File: config.mk
export PLATFORM = sky130hd
export DESIGN_NAME = hist_sequencer
export DESIGN_NICKNAME = d
export VERILOG_FILES = /design/src/rtl/hist_seq_pkg.sv /design/src/rtl/hist_accum.sv /design/src/rtl/hist_sequencer.sv
export SDC_FILE = /design/constraint.sdc
export NUM_CORES = 1
export LEC_CHECK = 0
export BUFFER_PORTS_ARGS = -buffer_cell sky130_fd_sc_hd__buf_2
export CAP_MARGIN = 20
export CORE_MARGIN = 10
export CORE_UTILIZATION = 45
export DETAILED_ROUTE_END_ITERATION = 7
export GPL_TIMING_DRIVEN = 0
export PLACE_DENSITY_LB_ADDON = 0.25
export SYNTH_ARGS = -nofsm -noshare
export SYNTH_HDL_FRONTEND = slang
export SYNTH_SLANG_ARGS = --single-unit
File: constraint.sdc
create_clock -name clk -period 3.3 [get_ports clk]
set_input_delay 0.495 -clock clk [delete_from_list [all_inputs] [get_ports clk]]
set_output_delay 0.495 -clock clk [all_outputs]
set_load 0.05 [all_outputs]
File: src/rtl/hist_seq_pkg.sv
// hist_seq_pkg: shared types and helpers for the
// time-multiplexed magnitude histogram sequencer.
package hist_seq_pkg;

  typedef enum logic [1:0] {
    ST_IDLE,
    ST_SETTLE,
    ST_COUNT,
    ST_REPORT
  } state_e;

  typedef struct packed {
    logic lo;
    logic hi;
  } mag_t;

  // 01/10 are low magnitude, 00/11 are high magnitude
  function automatic mag_t mag_decode(input logic [1:0] s);
    mag_t m;
    m.lo = s[1] ^ s[0];
    m.hi = ~(s[1] ^ s[0]);
    return m;
  endfunction

  function automatic int clog2(input int n);
    int r;
    r = 1;
    while ((1 << r) < n) r++;
    return r;
  endfunction

endpackage

File: src/rtl/hist_accum.sv
// hist_accum: low/high magnitude counter pair over one
// window, with scaled and saturated result views.
module hist_accum
  import hist_seq_pkg::*;
#(
  parameter int WIN_LOG2 = 19,
  parameter int OUT_W    = 8
) (
  input  logic             clk,
  input  logic             reset_n,
  input  logic             clear,
  input  logic             en,
  input  logic [1:0]       sample,
  output logic             done,
  output logic [OUT_W-1:0] h0,
  output logic [OUT_W-1:0] h1
);

  localparam int SH = WIN_LOG2 - OUT_W;

  logic [WIN_LOG2:0]   c0_q, c0_d;
  logic [WIN_LOG2:0]   c1_q, c1_d;
  logic [WIN_LOG2-1:0] win_q, win_d;
  logic [WIN_LOG2:0]   s0, s1;
  mag_t                m;

  always_comb begin
    m     = mag_decode(sample);
    c0_d  = c0_q;
    c1_d  = c1_q;
    win_d = win_q;
    if (clear) begin
      c0_d  = '0;
      c1_d  = '0;
      win_d = '0;
    end else if (en) begin
      c0_d  = c0_q + (WIN_LOG2+1)'(m.lo);
      c1_d  = c1_q + (WIN_LOG2+1)'(m.hi);
      win_d = win_q + WIN_LOG2'(1);
    end
  end

  always_ff @(posedge clk or negedge reset_n) begin
    if (!reset_n) begin
      c0_q  <= '0;
      c1_q  <= '0;
      win_q <= '0;
    end else begin
      c0_q  <= c0_d;
      c1_q  <= c1_d;
      win_q <= win_d;
    end
  end

  assign done = en & (&win_q);

  // Views use next-state counts so the final sample is included
  assign s0 = c0_d >> SH;
  assign s1 = c1_d >> SH;

  assign h0 = (s0[WIN_LOG2:OUT_W] != '0) ? '1
            : s0[OUT_W-1:0];
  assign h1 = (s1[WIN_LOG2:OUT_W] != '0) ? '1
            : s1[OUT_W-1:0];

endmodule

File: src/rtl/hist_sequencer.sv
// hist_sequencer: schedules one histogram accumulator
// across NCH channels and offers each result via valid/ready.
module hist_sequencer
  import hist_seq_pkg::*;
#(
  parameter int NCH      = 4,
  parameter int WIN_LOG2 = 19,
  parameter int OUT_W    = 8,
  parameter int SETTLE   = 4
) (
  input  logic                     clk,
  input  logic                     reset_n,
  input  logic [2*NCH-1:0]         x,
  input  logic                     enable,
  output logic                     result_valid,
  input  logic                     result_ready,
  output logic [clog2(NCH)-1:0]    result_ch,
  output logic [OUT_W-1:0]         result_h0,
  output logic [OUT_W-1:0]         result_h1,
  output logic                     busy
);

  localparam int CW = clog2(NCH);
  localparam int SW = clog2(SETTLE + 1);

  state_e           state_q, state_d;
  logic [CW-1:0]    ch_q, ch_d;
  logic [SW-1:0]    set_q, set_d;
  logic [CW-1:0]    rch_q, rch_d;
  logic [OUT_W-1:0] rh0_q, rh0_d;
  logic [OUT_W-1:0] rh1_q, rh1_d;

  logic [1:0]       sample;
  logic             acc_clear;
  logic             acc_en;
  logic             acc_done;
  logic [OUT_W-1:0] acc_h0;
  logic [OUT_W-1:0] acc_h1;
  logic [CW-1:0]    ch_next;

  always_comb begin
    sample = '0;
    for (int k = 0; k < NCH; k++) begin
      if (ch_q == CW'(k)) sample = x[2*k +: 2];
    end
  end

  assign acc_en    = (state_q == ST_COUNT);
  assign acc_clear = ~acc_en;

  hist_accum #(
    .WIN_LOG2 (WIN_LOG2),
    .OUT_W    (OUT_W)
  ) u_accum (
    .clk     (clk),
    .reset_n (reset_n),
    .clear   (acc_clear),
    .en      (acc_en),
    .sample  (sample),
    .done    (acc_done),
    .h0      (acc_h0),
    .h1      (acc_h1)
  );

  assign ch_next = (ch_q == CW'(NCH-1)) ? '0
                 : ch_q + CW'(1);

  always_comb begin
    state_d = state_q;
    ch_d    = ch_q;
    set_d   = '0;
    rch_d   = rch_q;
    rh0_d   = rh0_q;
    rh1_d   = rh1_q;
    unique case (state_q)
      ST_IDLE: begin
        if (enable) state_d = ST_SETTLE;
      end
      ST_SETTLE: begin
        if (!enable) begin
          state_d = ST_IDLE;
        end else if (set_q == SW'(SETTLE-1)) begin
          state_d = ST_COUNT;
        end else begin
          set_d = set_q + SW'(1);
        end
      end
      ST_COUNT: begin
        if (!enable) begin
          state_d = ST_IDLE;
        end else if (acc_done) begin
          state_d = ST_REPORT;
          rch_d   = ch_q;
          rh0_d   = acc_h0;
          rh1_d   = acc_h1;
        end
      end
      ST_REPORT: begin
        // enable only decides where to go after the transfer
        if (result_ready) begin
          ch_d    = ch_next;
          state_d = enable ? ST_SETTLE : ST_IDLE;
        end
      end
      default: state_d = ST_IDLE;
    endcase
  end

  always_ff @(posedge clk or negedge reset_n) begin
    if (!reset_n) begin
      state_q <= ST_IDLE;
      ch_q    <= '0;
      set_q   <= '0;
      rch_q   <= '0;
      rh0_q   <= '0;
      rh1_q   <= '0;
    end else begin
      state_q <= state_d;
      ch_q    <= ch_d;
      set_q   <= set_d;
      rch_q   <= rch_d;
      rh0_q   <= rh0_d;
      rh1_q   <= rh1_d;
    end
  end

  assign result_valid = (state_q == ST_REPORT);
  assign busy         = (state_q != ST_IDLE);
  assign result_ch    = rch_q;
  assign result_h0    = rh0_q;
  assign result_h1    = rh1_q;

endmodule

# Word level (Yosys, flattened, before mapping)
# Index checks and enable logic that the tools add are counted.
[totals] in_bits=12 output_inout_bits=20 regBits=84 elab_cells=56
[op_classes] n_reduce_logical=7 eq_ne=11 muxes=21 n_bitwise=3 add_sub_neg=5
[ops] cell="adder 20 x 1 -> 20 bit" n=2
[ops] cell="2-to-1 mux 20 bit" n=2
[ops] cell="2-to-1 mux 2 bit" n=11
[ops] cell="adder 19 x 1 -> 19 bit, second input constant" n=1
[ops] cell="2-to-1 mux 19 bit" n=1
[ops] cell="AND reduction 19 bit" n=1
[ops] cell="2-to-1 mux 8 bit" n=2
[ops] cell="2-to-1 mux 3 bit" n=3
[ops] cell="== test 2 bit, second input constant" n=4
[ops] cell="one-hot mux 2 bit (4 select lines)" n=1
[ops] cell="!= test 3 bit, second input constant" n=2
[ops] cell="== test 2 x 1 -> 1 bit, second input constant" n=2
[ops] cell="zero test 2 bit" n=2
[ops] cell="AND reduction 4 bit" n=1
[ops] cell="adder 3 x 1 -> 3 bit, second input constant" n=1
[ops] cell="== test 3 x 2 -> 1 bit, second input constant" n=1
[ops] cell="AND reduction 3 bit" n=1
[ops] cell="adder 2 x 1 -> 2 bit, second input constant" n=1
[ops] cell="!= test 2 x 1 -> 1 bit, second input constant" n=1
[ops] cell="!= test 2 bit, second input constant" n=1
[ops] cell="AND reduction 2 bit" n=1
[ops] cell="nonzero test 2 bit" n=1
[ops] cell="AND 1 bit" n=1
[ops] cell="2-to-1 mux 1 bit" n=1
[ops] cell="other kinds (2)" n=2

# Longest topological paths before layout
# Gate-level depths: netlist of run 1.
[logic_depth] depth_word=10 mapped_depth=13

# By module
# Synthesis of run 1 repeated with hierarchy kept, for this count alone.
[unflattened] hier_cells=416 area_unflattened_um2=4386.7
[by_module_without_submodules] mod="hist_accum" seq_area_each_um2=1476.4 instances=1 cells_each=331 area_per_inst_um2=3210.6
[by_module_without_submodules] mod="hist_sequencer" seq_area_each_um2=625.6 instances=1 cells_each=85 area_per_inst_um2=1176.1

# Least setup slack after synthesis of run 1
# Ideal clock, no wire load.
[synth_path] path_kind="register -> register" startpoint="register ch_q[0]" endpoint="register rh0_q[1] (netlist: result_h0[1])" arrival_ns=3.161 required_ns=3.161 path_buffers=2 stages_incl_launch_ff=14 setup_slack_ns=0.000 cell_sequence="dfrtp_1 -> inv_1 -> ha_1 -> nor4b_1 -> a32oi_1 -> clkbuf_1 -> nand2_1 -> ha_1 -> and4_1 -> clkbuf_1 -> nand4_1 -> o211ai_1 -> nor3b_1 -> a21oi_1"
[synth_between] elab_chain_len=9 word_cells_on_any_way=12 classes_between="1 x add/sub; 3 x eq/ne; 6 x mux; 1 x bitwise; 1 x reduce/logical"
[synth_rtl] element="from (decl)" line="hist_sequencer.sv:27" text="logic [CW-1:0] ch_q, ch_d;"
[synth_rtl] element="from (signal assigned)" line="hist_sequencer.sv:119" text="ch_q <= ch_d;"
[synth_rtl] element="zero test 2 bit" line="hist_sequencer.sv:44" text="if (ch_q == CW'(k)) sample = x[2*k +: 2];"
[synth_rtl] element="2-to-1 mux 2 bit (3 in a row)" line="hist_sequencer.sv:44"
[synth_rtl] element="2-to-1 mux 2 bit *" line="hist_sequencer.sv:44"
[synth_rtl] element="bitwise XOR 1 bit *" line="hist_seq_pkg.sv:20" text="m.lo = s[1] ^ s[0];"
[synth_rtl] element="adder 20 x 1 -> 20 bit *" line="hist_accum.sv:37" text="c0_d = c0_q + (WIN_LOG2+1)'(m.lo);"
[synth_rtl] element="2-to-1 mux 20 bit *" line="hist_accum.sv:32" text="if (clear) begin"
[synth_rtl] element="2-to-1 mux 8 bit *" line="hist_accum.sv:61" text="assign h0 = (s0[WIN_LOG2:OUT_W] != '0) ? '1"
[synth_rtl] element="to (signal assigned)" line="hist_sequencer.sv:122" text="rh0_q <= rh0_d;"
[synth_rtl] element="to (decl)" line="hist_sequencer.sv:30" text="logic [OUT_W-1:0] rh0_q, rh0_d;"
# Mark *: on every way between the ends. The rest lies on a longest branch, timed or not.
# A chain may end at the register's enable or synchronous reset.

# Worst setup path in the final report of run 1
[layout_path] startpoint="register ch_q[1]" endpoint="register rh0_q[6] (netlist: result_h0[6])"
# Same word-level chain as after synthesis.

==> results.sh, run 1 <==
export IMPL_cp_top_family="simple AND/OR/NAND/NOR gates"
export IMPL_cap_violations=0
export IMPL_fin_crit_sh_pct=92.64
export IMPL_leakage_nw=2.120
export IMPL_hp_class="in -> async"
export IMPL_vias=3177
export IMPL_synth_nets=450
export IMPL_cp_max_fo=5
export IMPL_final_cell_count_no_fill=593
export IMPL_grt_max_degree=55
export IMPL_path_clk_slew_ns=0.08
export IMPL_ys_top_cells_by_area="dfrtp_1, nor2_1, xor2_1"
export IMPL_htreeDepth=3
export IMPL_fin_worst_skew_ns=0.005113
export IMPL_dpl_cell_area_um2=4533
export IMPL_peakVddDrop_mv=0.2540
export IMPL_boundaryPins=32
export IMPL_ant_nets=0
export IMPL_first_pass_iters=4
export IMPL_nFillCells=830
export IMPL_slew_headroom_pct=54.09
export IMPL_worst_pin_slew_ns=0.6835
export IMPL_grt_pass1_wl_um=15470
export IMPL_critPathMaxStageDelay_ns=0.41
export IMPL_worst_hold_slack_ns=0.08216
export IMPL_ys_top_cells_by_count="dfrtp_1, nor2_1, xor2_1"
export IMPL_yosys_cell_types_count=49
export IMPL_synth_ff_type="dfrtp_1"
export IMPL_drt_first_iter_violations=158
export IMPL_endpoint_kind="register"
export IMPL_yosysMostFrequentCell="dfrtp_1"
export IMPL_crit_arrival_ns=3.28
export IMPL_setup_violations_final=0
export IMPL_cts_buffer_depth=2
export IMPL_crit_type="reg -> reg"
export IMPL_grt_pass1_vias=3245
export IMPL_hold_viol_final=0
export IMPL_wire_per_inst_um=15.38
export IMPL_cts_buffers=9
export IMPL_overflow=0
export IMPL_cp_start_kind="register"
export IMPL_outcome="finished clean"
export IMPL_path_cells="inv_1 -> ha_1 -> nor4b_4 -> a32oi_4 -> nand2_1 -> ha_1 -> and4_2 -> nand4_1 -> o211ai_1 -> nor3b_4 -> a21oi_1"
export IMPL_antenna_found_initial=0
export IMPL_r2r_start="ch_q[1]$_DFFE_PN0P_"
export IMPL_cellPowerDensity_nw_per_um2=385.4
export IMPL_numClockSinks=84
export IMPL_ys_ff_latch=84
export IMPL_path_common_cell="ha_1"
export IMPL_numPlacedInstances=574
export IMPL_period_minus_slack_ns=3.057
export IMPL_synthArstFlopShare_pct=100.0
export IMPL_fp_coreArea_um2=9153
export IMPL_die_x_um=116.7
export IMPL_die_area_um2=13620
export IMPL_drc=0
export IMPL_gp_congestion=0.7992
export IMPL_worstRegToRegCells=11
export IMPL_hpwl_um=6243
export IMPL_rr_endpoint="result_h0[6]$_DFFE_PN0P_"
export IMPL_maxSlewViolCount=0
export IMPL_drt_wl_total_um=9120
export IMPL_reg2reg_slack_ns=0.24
export IMPL_insertion_delay_ns=0.35
export IMPL_critical_path_buf_inv_count=1
export IMPL_critPathRequiredTime_ns=3.52
export IMPL_die_h_um=116.7
export IMPL_synth_seq_area_share_pct=49.94
export IMPL_finalInstanceArea_um2=4832
export IMPL_antennaDiodeCount=0
export IMPL_tns_ns=0
export IMPL_synthCells=431
export IMPL_initial_core_util_pct=45.99
export IMPL_cts_tree="yes"
export IMPL_fmax_mhz=327.1
export IMPL_drive_gt1_share_pct=15.98
export IMPL_avgSynthCellArea_um2=9.766
export IMPL_rsz0062_at_grt="no"
export IMPL_final_nets=496
export IMPL_syn2layout_area_growth_pct=14.80
export IMPL_synth_top_area_cell="dfrtp_1"
export IMPL_io_buffers=31
export IMPL_viasPerCell=5.358
export IMPL_critical_path_slowest_cell="dfrtp_1"
export IMPL_yosysTopAreaCellShare_pct=49.94
export IMPL_grt_usage_pct=14.19
export IMPL_synth_enable_flop_cells=0
export IMPL_ys_warn_count=0
export IMPL_synth_area_um2=4209
export IMPL_clock_root_buffer="clkbuf_8"
export IMPL_num_rows=35
power by group:
part           switching (mW)  internal, mW  leakage, nW
sequential            0.00213          1.03         1.17
combinational          0.0474        0.0203        0.845
clock                   0.373         0.390        0.102
placed cells by master, fill, tap and decap left out, types with 2 or more instances in the layout:
| cell type | count |
|---|---|
| nand4_1 | 18 |
| or3_1 | 3 |
| nand3_1 | 19 |
| mux2_2 | 5 |
| ha_1 | 7 |
| and4_1 | 5 |
| clkbuf_8 | 11 |
| nor2b_1 | 4 |
| or4_4 | 2 |
| and3_1 | 5 |
| inv_1 | 18 |
| nand2_1 | 19 |
| o21ai_0 | 7 |
| o21a_1 | 3 |
| buf_1 | 2 |
| buf_2 | 32 |
| nor3_1 | 10 |
| mux2i_1 | 5 |
| nor2_1 | 76 |
| dfrtp_1 | 84 |
| clkinv_2 | 2 |
| xor2_1 | 28 |
| a31oi_1 | 4 |
| clkbuf_1 | 11 |
| nand3b_1 | 3 |
| nor4_1 | 8 |
| nand2b_1 | 2 |
| and2_1 | 9 |
| a211oi_1 | 4 |
| a21oi_1 | 17 |
| a2111oi_0 | 3 |
| xnor2_1 | 22 |
| or2_2 | 3 |
| buf_4 | 7 |
worst max-delay path by stage:
stage / depth (start not counted) / from / endpoint
2_1_floorplan: 13 / ch_q[0]$_DFFE_PN0P_ / result_h0[1]$_DFFE_PN0P_
3_3_place_gp: 13 / ch_q[0]$_DFFE_PN0P_ / result_h0[2]$_DFFE_PN0P_
3_5_place_dp: 13 / ch_q[0]$_DFFE_PN0P_ / result_h0[4]$_DFFE_PN0P_
4_1_cts: 13 / ch_q[0]$_DFFE_PN0P_ / result_h0[2]$_DFFE_PN0P_
5_1_grt: 11 / ch_q[0]$_DFFE_PN0P_ / result_h0[6]$_DFFE_PN0P_
6_report: 11 / ch_q[1]$_DFFE_PN0P_ / result_h0[6]$_DFFE_PN0P_
metal layers:
layer	vias up	routed length [um]	track usage (%)
met2	48	4396	22.76
li1	1571	-	-
met5	-	0	0
met4	0	131	4.860
met1	1545	4313	18.47
met3	13	279	3.184
area by class of cell:
type	instances	area, um^2	share of cell area (%)
plain buffers	14	55.05	1.139
multi-input cells	312	2036	42.13
inverters	18	67.56	1.398
clock inverters	4	47.55	0.9839
clock buffers	12	155.1	3.211
repair buffers	38	230.2	4.764
well taps	111	138.9	2.874
flip-flops and latches	84	2102	43.50
sequential cells by signal (all words and copies together) (netlist names):
register	count
result_ch	2
state_q	2
u_accum.c0_q	20
u_accum.c1_q	20
result_h1	8
result_h0	8
u_accum.win_q	19
set_q	3
ch_q	2
kinds of logic after synthesis:
group           after synthesis  share of synthesized area, %
simple gates                197                         24.32
mux                          11                         3.062
flops                        84                         49.94
fa+ha+maj                     7                         2.081
xor+xnor                     50                         10.40
buf+inv                      35                         3.181
compound gates               47                         7.016
through the flow:
step / util, % / worst slack (ns) / power [mW]
finish: 52.80 / 0.2428 / 1.862
global route: 52.80 / 0.0002580 / 1.944
CTS: 52.58 / 0.1246 / 1.882
detailed placement: 49.53 / -0.9453 / 1.118
global placement: 49.20 / -0.8307 / 1.113
floorplan: - / 0.0003773 / 1.076
repair_timing:
action / 4_1_cts / 5_1_grt
setup buffers: 4 / 2
hold buffers: 0 / 0
resized for setup: 9 / 3
hold endpoints to repair: 0 / 0
pin swaps: 4 / 3
setup endpoints to repair: 16 / 12
(Power assumes the default switching activity.)
==> run 2, diff against run 1 <==
==> constraint.sdc (replaced) <==
create_clock -name clk -period 3.6 [get_ports clk]
set_input_delay 0.54 -clock clk [delete_from_list [all_inputs] [get_ports clk]]
set_output_delay 0.54 -clock clk [all_outputs]
set_load 0.05 [all_outputs]
==> run 2 against run 1 <==
Setup slack better by 0.13 ns. First-iteration DRC count down 18%. Flip-flop and latch count unchanged. Final cell count up 0.51%. Core utilization up 0.19 points. Wire length down 0.52%. Clock skew about the same. Sequential power down 8%. Global-route usage down 0.076 points. Register-to-register slack better by 0.13 ns. Count of clock-buffer cells in the layout unchanged. Die area unchanged. Critical path type unchanged. Critical endpoint unchanged. Highest routed layer unchanged.
==> results.sh, run 2 (same netlist as run 1, synthesis figures left out) <==
export IMPL_io_buffers=31
export IMPL_fp_coreArea_um2=9153
export IMPL_gp_congestion=0.7992
export IMPL_hold_viol_final=0
export IMPL_fmax_mhz=309.9
export IMPL_rsz0062_at_grt="no"
export IMPL_endpoint_kind="register"
export IMPL_cts_buffer_depth=2
export IMPL_switching_share_pct=22.70
export IMPL_num_rows=35
export IMPL_fin_crit_sh_pct=89.64
export IMPL_syn2layout_area_growth_pct=15.22
export IMPL_initial_core_util_pct=45.99
export IMPL_numPlacedInstances=574
export IMPL_worst_pin_slew_ns=0.6840
export IMPL_drt_first_iter_violations=129
export IMPL_final_cell_mix="dfrtp_1, nor2_1, buf_2"
export IMPL_cp_max_fo=5
export IMPL_fin_worst_skew_ns=0.004938
export IMPL_grt_usage_pct=14.12
export IMPL_tns_ns=0
export IMPL_setup_violations_final=0
export IMPL_final_common_cell="dfrtp_1"
export IMPL_viasPerCell=5.329
export IMPL_drt_wl_total_um=9073
export IMPL_antenna_found_initial=0
export IMPL_cellPowerDensity_nw_per_um2=352.3
export IMPL_fin_util_pct=52.99
export IMPL_grt_pass1_vias=3232
export IMPL_drive_gt1_share_pct=16.08
export IMPL_outcome="finished clean"
export IMPL_peakVddDrop_mv=0.2329
export IMPL_worst_hold_slack_ns=0.1259
export IMPL_hpwl_um=6243
export IMPL_first_pass_iters=4
export IMPL_clock_root_buffer="clkbuf_8"
export IMPL_period_minus_slack_ns=3.227
export IMPL_reg_largest_list="u_accum.c0_q x20, u_accum.c1_q x20, u_accum.win_q x19"
export IMPL_die_area_um2=13620
export IMPL_maxSlewViolCount=0
export IMPL_numClockSinks=84
export IMPL_dp_worst_setup_slack_ns=-0.6453
export IMPL_grt_pass1_wl_um=15390
export IMPL_total_power_mw=1.709
export IMPL_die_h_um=116.7
export IMPL_htreeDepth=3
export IMPL_antennaDiodeCount=0
export IMPL_grt_max_degree=55
export IMPL_critPathRequiredTime_ns=3.83
export IMPL_nFillCells=837
export IMPL_overflow=0
export IMPL_clkPwrFrac_pct=40.9
export IMPL_p_switching_mw=0.3878
export IMPL_wire_per_inst_um=15.22
export IMPL_worst_slack_ns=0.3729
export IMPL_combPwrFrac_pct=3.7
export IMPL_dpl_cell_area_um2=4533
export IMPL_crit_arrival_ns=3.45
export IMPL_path_clk_slew_ns=0.08
export IMPL_p_int_mw=1.321
export IMPL_boundaryPins=32
export IMPL_hp_class="in -> async"
export IMPL_final_cell_count_no_fill=596
export IMPL_vias=3176
export IMPL_die_x_um=116.7
export IMPL_insertion_delay_ns=0.35
export IMPL_cts_tree="yes"
export IMPL_leakage_nw=2.130
export IMPL_ant_nets=0
export IMPL_seqPwrFrac_pct=55.4
export IMPL_cp_start_kind="register"
export IMPL_finalInstanceArea_um2=4850
export IMPL_crit_type="reg -> reg"
export IMPL_drc=0
export IMPL_cap_violations=0
export IMPL_final_nets=499
export IMPL_slew_headroom_pct=54.05
export IMPL_cts_buffers=9
[run 2: cell types whose count changed in the layout (fill, tap and decap cells not counted)]
cell      delta
clkbuf_1     +1
and4_1       +1
buf_4        +2
and4_2       -1
[run 2: timing repair]
action	CTS	global route
setup buffers	2	6
hold buffers	0	0
pin swaps	1	4
gates cloned	0	0
setup endpoints to repair	12	12
gates resized for setup	7	4
[run 2: path summary, 6_finish.rpt]
check                                         start                    endpoint  slack, ns  cells after the start
worst max-delay path            ch_q[1]$_DFFE_PN0P_    result_h0[6]$_DFFE_PN0P_       0.37                     12
worst min-delay path                        reset_n  u_accum.c1_q[15]$_DFF_PN0_       0.13                      1
worst max register to register  ch_q[1]$_DFFE_PN0P_    result_h0[6]$_DFFE_PN0P_       0.37                     12
worst min register to register   set_q[0]$_DFF_PN0_          set_q[0]$_DFF_PN0_       0.44                      1
max in group asynchronous                   reset_n  u_accum.c0_q[12]$_DFF_PN0_       2.87                      2
min in group clk                 set_q[0]$_DFF_PN0_          set_q[0]$_DFF_PN0_       0.44                      1
[run 2: worst max-delay path: stages (launching register included)]
cell and delay, ns:
dfrtp_1 0.41, inv_1 0.08, ha_1 0.26, nor4b_4 0.38, a32oi_4 0.11, nand2_1 0.13
ha_1 0.21, and4_1 0.20, clkbuf_1 0.21, nand4_1 0.29, o211ai_1 0.34, nor3b_4 0.34
a21oi_1 0.12
[run 2: power groups by stage]
stage | combinational [mW] | clock (mW) | sequential, mW
6_report | 0.0636 | 0.699 | 0.946
5_1_grt | 0.0722 | 0.765 | 0.947
4_1_cts | 0.0605 | 0.715 | 0.946
3_5_place_dp | 0.0598 | 0 | 0.965
3_3_place_gp | 0.0549 | 0 | 0.965
2_1_floorplan | 0.0218 | 0 | 0.965
[run 2: area by class of cell]
cell class,instances,area [um^2],share of cell area (%)
plain buffers,15,58.81,1.213
repair buffers,40,245.2,5.057
clock inverters,4,47.55,0.9804
clock buffers,12,155.1,3.199
well taps,111,138.9,2.864
inverters,18,67.56,1.393
multi-input cells,312,2034,41.95
flip-flops and latches,84,2102,43.34
[run 2: per-layer routing]
| layer | wire, um | global-route usage, % |
|---|---|---|
| met3 | 230 | 3.236 |
| met4 | 128 | 4.613 |
| met2 | 4349 | 22.42 |
| met1 | 4364 | 18.59 |
| met5 | 0 | 0 |
